--- src/rtl/asym_fifo_narrow_to_wide_if.sv ---
// Narrow-in / wide-out handshake bundle for the packing FIFO.
// master drives the narrow stream and consumes wide words; slave is the FIFO.
interface asym_fifo_narrow_to_wide_if #(
  parameter int WIDTHN     = 4,
  parameter int RATIO      = 4,
  parameter int DEPTHW     = 8,
  parameter int ADDRWIDTHW = 3
);
  localparam int WIDTHW = WIDTHN * RATIO;

  logic                  in_valid;
  logic                  in_ready;
  logic [WIDTHN-1:0]     in_data;
  logic                  flush;
  logic                  out_valid;
  logic                  out_ready;
  logic [WIDTHW-1:0]     out_data;
  logic [ADDRWIDTHW:0]   level;

  modport master (
    output in_valid, in_data, flush, out_ready,
    input  in_ready, out_valid, out_data, level
  );

  modport slave (
    input  in_valid, in_data, flush, out_ready,
    output in_ready, out_valid, out_data, level
  );
endinterface

--- src/rtl/asym_fifo_narrow_to_wide.sv ---
// Single-clock FIFO packing RATIO narrow words (LSB-first) into wide words.
// Narrow-write / wide-read RAM with a registered head word on the output.
module asym_fifo_narrow_to_wide #(
  parameter int WIDTHN     = 4,
  parameter int RATIO      = 4,
  parameter int DEPTHW     = 8,
  parameter int ADDRWIDTHW = 3
) (
  input  logic clk,
  input  logic rst,
  asym_fifo_narrow_to_wide_if.slave bus
);
  localparam int WIDTHW = WIDTHN * RATIO;
  localparam int SLOTW  = $clog2(RATIO);
  localparam int PTRW   = ADDRWIDTHW + SLOTW;
  localparam logic [ADDRWIDTHW:0] FULLLVL = (ADDRWIDTHW+1)'(DEPTHW);
  localparam logic [SLOTW-1:0]    LASTSLOT = SLOTW'(RATIO - 1);

  logic [WIDTHW-1:0] mem [DEPTHW];

  logic [PTRW-1:0]       wrPtr;
  logic [ADDRWIDTHW-1:0] rdPtr;
  logic [ADDRWIDTHW-1:0] rdPtrNext;
  logic [ADDRWIDTHW-1:0] wrEntry;
  logic [SLOTW-1:0]      wrSlot;
  logic [ADDRWIDTHW:0]   lvl;
  logic [ADDRWIDTHW:0]   lvlNext;
  logic [ADDRWIDTHW:0]   lvlAvail;
  logic                  inReadyQ;
  logic                  outValidQ;
  logic [WIDTHW-1:0]     outDataQ;
  logic [WIDTHW-1:0]     headWord;
  logic                  push;
  logic                  pop;
  logic                  complete;

  assign wrEntry = wrPtr[PTRW-1:SLOTW];
  assign wrSlot  = wrPtr[SLOTW-1:0];

  always_comb begin
    push      = bus.in_valid && inReadyQ;
    pop       = outValidQ && bus.out_ready;
    complete  = push && (wrSlot == LASTSLOT);
    lvlNext   = lvl + (ADDRWIDTHW+1)'(complete)
                    - (ADDRWIDTHW+1)'(pop);
    // Words completed this edge only become visible one cycle later.
    lvlAvail  = lvl - (ADDRWIDTHW+1)'(pop);
    rdPtrNext = rdPtr + ADDRWIDTHW'(pop);
    headWord  = mem[rdPtrNext];
    if (push && wrEntry == rdPtrNext)
      headWord[wrSlot*WIDTHN +: WIDTHN] = bus.in_data;
  end

  always_ff @(posedge clk) begin
    if (push && !bus.flush && !rst)
      mem[wrEntry][wrSlot*WIDTHN +: WIDTHN] <= bus.in_data;
  end

  always_ff @(posedge clk) begin
    if (rst) begin
      wrPtr     <= '0;
      rdPtr     <= '0;
      lvl       <= '0;
      inReadyQ  <= 1'b1;
      outValidQ <= 1'b0;
      outDataQ  <= '0;
    end else if (bus.flush) begin
      wrPtr     <= '0;
      rdPtr     <= '0;
      lvl       <= '0;
      inReadyQ  <= 1'b1;
      outValidQ <= 1'b0;
    end else begin
      wrPtr     <= wrPtr + PTRW'(push);
      rdPtr     <= rdPtrNext;
      lvl       <= lvlNext;
      inReadyQ  <= lvlNext < FULLLVL;
      outValidQ <= lvlAvail != '0;
      outDataQ  <= headWord;
    end
  end

  assign bus.in_ready  = inReadyQ;
  assign bus.out_valid = outValidQ;
  assign bus.out_data  = outDataQ;
  assign bus.level     = lvl;
endmodule

--- src/flat_wrapper.sv ---
// flat-port wrapper written by rule: the top's interface ports become plain ports
module asym_fifo_narrow_to_wide_flat 
#(
  parameter int WIDTHN     = 4,
  parameter int RATIO      = 4,
  parameter int DEPTHW     = 8,
  parameter int ADDRWIDTHW = 3
)
  (clk, rst, bus_in_valid, bus_in_data, bus_flush, bus_out_ready, bus_in_ready, bus_out_valid, bus_out_data, bus_level);
  asym_fifo_narrow_to_wide_if #(.WIDTHN(WIDTHN), .RATIO(RATIO), .DEPTHW(DEPTHW), .ADDRWIDTHW(ADDRWIDTHW)) bus_i ();
  input  logic clk;
  input  logic rst;
  input wire logic [$bits(bus_i.in_valid)-1:0] bus_in_valid;
  input wire logic [$bits(bus_i.in_data)-1:0] bus_in_data;
  input wire logic [$bits(bus_i.flush)-1:0] bus_flush;
  input wire logic [$bits(bus_i.out_ready)-1:0] bus_out_ready;
  output wire logic [$bits(bus_i.in_ready)-1:0] bus_in_ready;
  output wire logic [$bits(bus_i.out_valid)-1:0] bus_out_valid;
  output wire logic [$bits(bus_i.out_data)-1:0] bus_out_data;
  output wire logic [$bits(bus_i.level)-1:0] bus_level;
  assign bus_i.in_valid = bus_in_valid;
  assign bus_i.in_data = bus_in_data;
  assign bus_i.flush = bus_flush;
  assign bus_i.out_ready = bus_out_ready;
  assign bus_in_ready = bus_i.in_ready;
  assign bus_out_valid = bus_i.out_valid;
  assign bus_out_data = bus_i.out_data;
  assign bus_level = bus_i.level;
  asym_fifo_narrow_to_wide #(.WIDTHN(WIDTHN), .RATIO(RATIO), .DEPTHW(DEPTHW), .ADDRWIDTHW(ADDRWIDTHW)) u_core (.clk(clk), .rst(rst), .bus(bus_i));
endmodule
--- config.mk ---
export PLATFORM = sky130hd
export DESIGN_NAME = asym_fifo_narrow_to_wide_flat
export DESIGN_NICKNAME = d
export VERILOG_FILES = /design/src/rtl/asym_fifo_narrow_to_wide_if.sv /design/src/rtl/asym_fifo_narrow_to_wide.sv /design/src/flat_wrapper.sv
export SDC_FILE = /design/constraint.sdc
export NUM_CORES = 1
export LEC_CHECK = 0
export BUFFER_PORTS_ARGS = -buffer_cell sky130_fd_sc_hd__buf_4
export CAP_MARGIN = 0
export CORE_ASPECT_RATIO = 0.7
export CORE_MARGIN = 2
export CORE_UTILIZATION = 50
export DETAILED_ROUTE_END_ITERATION = 16
export PLACE_DENSITY = 0.7
export REMOVE_ABC_BUFFERS = 1
export SYNTH_ARGS = -nofsm -noshare
export SYNTH_HDL_FRONTEND = slang
export SYNTH_SLANG_ARGS = --single-unit
--- constraint.sdc ---
create_clock -name clk -period 2.3 [get_ports clk]
set_input_delay 0.575 -clock clk [delete_from_list [all_inputs] [get_ports clk]]
set_output_delay 0.575 -clock clk [all_outputs]
set_load 0.005 [all_outputs]
* After elaboration in Yosys (flattened, before gate mapping)
Memory sizes are Yosys's and may differ from the RTL's.
Index checks and enable logic that the tools add are counted.
** Word-level totals
- Register bits after elaboration :: 30
- Memory bits (writable) :: 128
- Memories kept :: 1
** Memory list
- u_core.mem :: depth 8, width 16, read ports 1, clocked after Yosys merged registers in 0, wr ports 1, RTL line asym_fifo_narrow_to_wide.sv:19 : logic [WIDTHW-1:0] mem [DEPTHW];
** Cells by class
- Add/subtract/negate cells :: 6
- $lt $le $gt $ge :: 1
- Equality and inequality tests :: 2
- Shift operators :: 2
- Multiplexer cells :: 4
- Reduce and logical (&&, ||, !) cells :: 10
** Operators with widths (count)
- negator 4 -> 34 bit :: 1
- variable shift 4 x 34 -> 16 bit, first input constant :: 1
- indexed part select 4 x 34 -> 16 bit :: 1
- 2-to-1 mux 16 bit :: 2
- bitwise mux 16 bit :: 1
- subtractor 4 x 1 -> 4 bit :: 2
- logical AND 1 bit :: 6
- adder 5 x 1 -> 5 bit :: 1
- adder 4 x 1 -> 4 bit :: 1
- < comparator 4 bit, second input constant :: 1
- nonzero test 4 bit :: 1
- adder 3 x 1 -> 3 bit :: 1
- equality test 3 bit :: 1
- equality test 2 bit, second input constant :: 1
- zero test 1 bit :: 2
- OR reduction 2 bit :: 1
- 2-to-1 mux 1 bit :: 1

* Depth between registers and ports, before layout
- Word-level depth :: 5
- Mapped depth :: 9

* Worst setup path after synthesis
Ideal clock, no wire load.
- Path type :: input to register
- Start :: input bus_out_ready
- End :: register u_core.outDataQ[0] (netlist: u_core.bus.out_data[0])
- Library setup time :: 0.122 ns
- Arrival :: 2.150 ns
- Path slack :: 0.028 ns
- Stages on the path :: 7
- Cell sequence :: and3_1 ha_1 buf_2 mux4_2 mux2i_1 nor2_1 a221o_1
** On the way
- Cells in the longest elaborated chain, start to end :: 5
** Ends and longest elaborated chain
- from (decl) :: RTL line flat_wrapper.sv:16 : input wire logic [$bits(bus_i.out_ready)-1:0] bus_out_ready;
- logical AND 1 bit * :: RTL line asym_fifo_narrow_to_wide.sv:42 : pop = outValidQ && bus.out_ready;
- adder 3 x 1 -> 3 bit * :: RTL line asym_fifo_narrow_to_wide.sv:48 : rdPtrNext = rdPtr + ADDRWIDTHW'(pop);
- net u_core.rdPtrNext[1] :: RTL line asym_fifo_narrow_to_wide.sv:23 : logic [ADDRWIDTHW-1:0] rdPtrNext;
- memory (8 x 16 bit) or equality test 3 bit (tied branches)
- bitwise mux 16 bit or logical AND 1 bit (tied branches) :: RTL line asym_fifo_narrow_to_wide.sv:51, asym_fifo_narrow_to_wide.sv:50
- 2-to-1 mux 16 bit * :: RTL line asym_fifo_narrow_to_wide.sv:50 : if (push && wrEntry == rdPtrNext)
- to (signal assigned) :: RTL line asym_fifo_narrow_to_wide.sv:79 : outDataQ <= headWord;
- to (decl) :: RTL line asym_fifo_narrow_to_wide.sv:31 : logic [WIDTHW-1:0] outDataQ;
The timed path passes the listed nets; every way through them passes the cells marked *.
A chain may end at the register's enable or synchronous reset.

* Worst setup path after layout
- Start :: register u_core.wrPtr[0]
- End :: memory u_core.mem[7][12] in the netlist's numbering, data pin
** On the way
- Cells in the longest elaborated chain, start to end :: 2
** Ends and longest elaborated chain
- from (decl) :: RTL line asym_fifo_narrow_to_wide.sv:21 : logic [PTRW-1:0] wrPtr;
- from (signal assigned) :: RTL line asym_fifo_narrow_to_wide.sv:74 : wrPtr <= wrPtr + PTRW'(push);
- negator 4 -> 34 bit :: RTL line asym_fifo_narrow_to_wide.sv:56 : mem[wrEntry][wrSlot*WIDTHN +: WIDTHN] <= bus.in_data;
- indexed part select 4 x 34 -> 16 bit :: RTL line asym_fifo_narrow_to_wide.sv:56
- to (decl) :: RTL line asym_fifo_narrow_to_wide.sv:19
Every way passes these cells.

==> metrics.cfg <==
[global_routing]
grt_pass1_wl_um=25150
globalRoute.totalOverflow=0
grt_usage_pct=24.24
grt_pass1_vias=4328
grt_max_degree=21
antenna_found_initial=0

[sta]
hold_viol=0
final-setup-viol-count=0
skew_ns=0.006773
post-route-min-period_ns=2.194
slew_viol_final=0
fmax_ghz=0.4558
worst_slew_pin_slew_ns=0.9103
rsz0062_at_grt=no
setup_tns_ns=0
post-route-period-util_pct=95.39
relSlewSlack_pct=39.19

[yosys]
synth-seq-cells=158
synth_area_per_cell_um2=13.97
synth_cells=482
synth_edf_count=128
synth_ff_type=edfxtp_1
synth.distinct_cells=43
synth.yosys.seq_area_share_pct=66.01
yosys_warnings=0
syn_area_um2=6733
postSynth.asyncResetShare_pct=0

[critical_path]
end_kind=flop
slowest_stage=dfxtp_1
cp_max_fo=8
cp.required_ns=2.47
cp-start-kind=flop
path_class=flop to flop
worst_ep_arrival_time_ns=2.36
cp_cell_sequence=inv_1 -> ha_1 -> nor4_1 -> buf_4 -> and2_1
critPathMaxStageDelay_ns=0.45

[detailed_routing]
dr.pass1.iters=5
drt_iter0_drc=491
drcViolationCount=0
post_drt_wl_per_cell_um=23.09
routed-via-count=4440
routed_via_density=6.175
postRouteAntennaNets=0
totalWireLength_um=16600

[final_layout]
fill_cells=983
fin_area_um2=8056
area_growth_syn_to_layout_pct=19.66
drive_gt1_share_pct=21.70
diodes=0
multi_input_area_um2=2163
fin_nets=565
register_area_um2=4444

[cts]
insertion_delay_ns=0.42
h-tree-depth=4
cts_sinks=158
clock_path_buffers=2
cts.clk_slew.worst_paths_ns=0.07
clockRootBuffer=clkbuf_16
cts_inserted_buffers=17
cts_tree=done

[floorplan]
die_y_um=101.1
io-pin-count=31
start_util_pct=51.25
die-area_um2=14420
rows=35
die-width_um=142.7
core_um2=13140

[pwr]
ir_drop_v=0.0004589
clkPwrFrac_pct=48.8
p_int_w=0.005128
p_seq_share_pct=48.3
p_comb_share_pct=2.9
powerDensity_nw_per_um2=801.8
leakagePower_nw=2.717
swShare_pct=20.62
p_sw_w=0.001332

[place]
dp_hpwl_um=11400
postPlaceCellArea_um2=7388
port_buffers=30
gp_congestion=0.9541

[run_status]
outcome=completed

[run]
max-cap-violations=0

[hold_path]
hp-class=primary input to flop

registers in the layout, summed over array words and instances (netlist names):
signal,flops
u_core.wrPtr,5
u_core.rdPtr,3
u_core.bus.out_valid,1
u_core.mem,128
u_core.bus.level,4
u_core.bus.out_data,16
u_core.bus.in_ready,1
power groups by stage:
| stage | Combinational (W) | Clock, W | Sequential, W |
|---|---|---|---|
| 6_report | 0.000189 | 0.00315 | 0.00312 |
| 3_5_place_dp | 0.000186 | 0 | 0.00318 |
| 2_1_floorplan | 0.0000775 | 0 | 0.00317 |
| 5_1_grt | 0.000203 | 0.00329 | 0.00312 |
| 3_3_place_gp | 0.000181 | 0 | 0.00318 |
| 4_1_cts | 0.000187 | 0.00316 | 0.00312 |
timing repair:
action	in CTS	in global routing
pin swaps	0	2
endpoints found under the setup margin	1	6
setup buffers	0	1
resized for setup	1	1
hold buffers	0	0
placed cells by master (no fill, tap or decap), types with 2 or more instances in the layout:
cell / count
nor4_1: 2
nor2_1: 45
nand3b_1: 4
and2_1: 25
buf_12: 7
or2_2: 3
or3b_2: 2
ha_1: 13
a21oi_1: 19
and3_1: 5
nand2_1: 25
bufinv_16: 5
clkbuf_16: 17
o21ai_0: 20
xor2_1: 6
inv_1: 6
nand3_1: 27
a221o_1: 4
dfxtp_1: 30
mux4_2: 13
o221ai_1: 12
nor3_1: 10
xnor2_1: 4
edfxtp_1: 128
o22ai_1: 9
a41o_1: 2
inv_6: 4
buf_4: 55
nor4b_1: 2
inv_8: 2
mux2i_1: 28
worst max-delay path: cells and delay by family (launching register included):
family	cells	cell delay, ns
adders and majority gates	1	0.36
DFF	1	0.45
buffers and inverters	2	0.36
and+or+nand+nor	2	0.76
area by class of cell:
| cell class | count | share of cell area, % |
|---|---|---|
| clock inverter | 14 | 2.842 |
| sequential | 158 | 55.16 |
| inverter | 6 | 0.2795 |
| timing repair buffer | 63 | 7.004 |
| tap | 166 | 2.578 |
| multi-input combinational | 295 | 26.85 |
| clock buffer | 17 | 5.280 |
routing by layer:
metal	vias to the layer above	global-route usage [%]	part of all wire (%)
li1	1946	-	-
met1	2214	34.38	44
met2	233	35.54	44
met3	47	7.506	9.8
met4	0	8.911	2.4
met5	-	0	0
worst paths after layout:
check,startpoint,end,slack (ns),depth (start not counted)
setup / recovery,u_core.wrPtr[0]$_SDFF_PP0_,u_core.mem[7][12]$_DFFE_PP_,0.11,5
hold / removal,bus_in_data[1],u_core.bus.out_data[1]$_SDFFE_PP0N_,0.45,2
setup reg to reg,u_core.wrPtr[0]$_SDFF_PP0_,u_core.mem[7][12]$_DFFE_PP_,0.11,5
hold reg to reg,u_core.bus.out_data[10]$_SDFFE_PP0N_,u_core.bus.out_data[10]$_SDFFE_PP0N_,0.48,2
cell families after synthesis:
family / Yosys count / share of synthesized area (%)
multiplexers: 41 / 8.511
buffers and inverters: 29 / 2.174
AO/OA/AOI/OAI: 70 / 6.746
XOR/XNOR: 12 / 1.784
flip-flops: 158 / 66.01
AND/OR/NAND/NOR: 157 / 11.88
adder cells (fa/ha/maj): 15 / 2.899
Yosys cell counts, types with 2 or more instances:
library cell	n	area, um2
a21oi_1	19	95.09
a221o_1	4	40.04
a41o_1	2	20.02
and2_1	25	156.4
and3_1	5	31.28
buf_1	2	7.510
buf_2	3	15.01
buf_4	5	37.54
buf_6	2	22.52
clkbuf_1	11	41.29
dfxtp_1	30	600.6
edfxtp_1	128	3844
ha_1	14	175.2
inv_1	6	22.52
mux2i_1	28	280.3
mux4_2	13	292.8
nand2_1	25	93.84
nand3_1	27	135.1
nand3b_1	4	30.03
nor2_1	45	168.9
nor3_1	10	50.05
nor4_1	2	12.51
nor4b_1	2	17.52
o21ai_0	20	100.1
o221ai_1	12	105.1
o22ai_1	9	56.30
or2_2	3	18.77
or3b_2	2	17.52
xnor2_1	4	35.03
xor2_1	7	61.31
metrics by stage:
| stage | setup slack [ns] | utilization (%) | total power (W) | hold WS (ns) | std cells |
|---|---|---|---|---|---|
| 2_1_floorplan | -1.895 | - | 0.003252 | 0.4569 | 459 |
| 3_3_place_gp | -0.3213 | 56.24 | 0.003360 | 0.4589 | 687 |
| 3_5_place_dp | -0.3316 | 56.24 | 0.003367 | 0.4637 | 687 |
| 4_1_cts | 0.03638 | 61.24 | 0.006467 | 0.4363 | 718 |
| 5_1_grt | 0.006386 | 61.32 | 0.006615 | 0.4558 | 719 |
| 6_report | 0.1060 | 61.32 | 0.006460 | 0.4511 | 719 |
No activity file was read; power rests on OpenSTA's default activity.
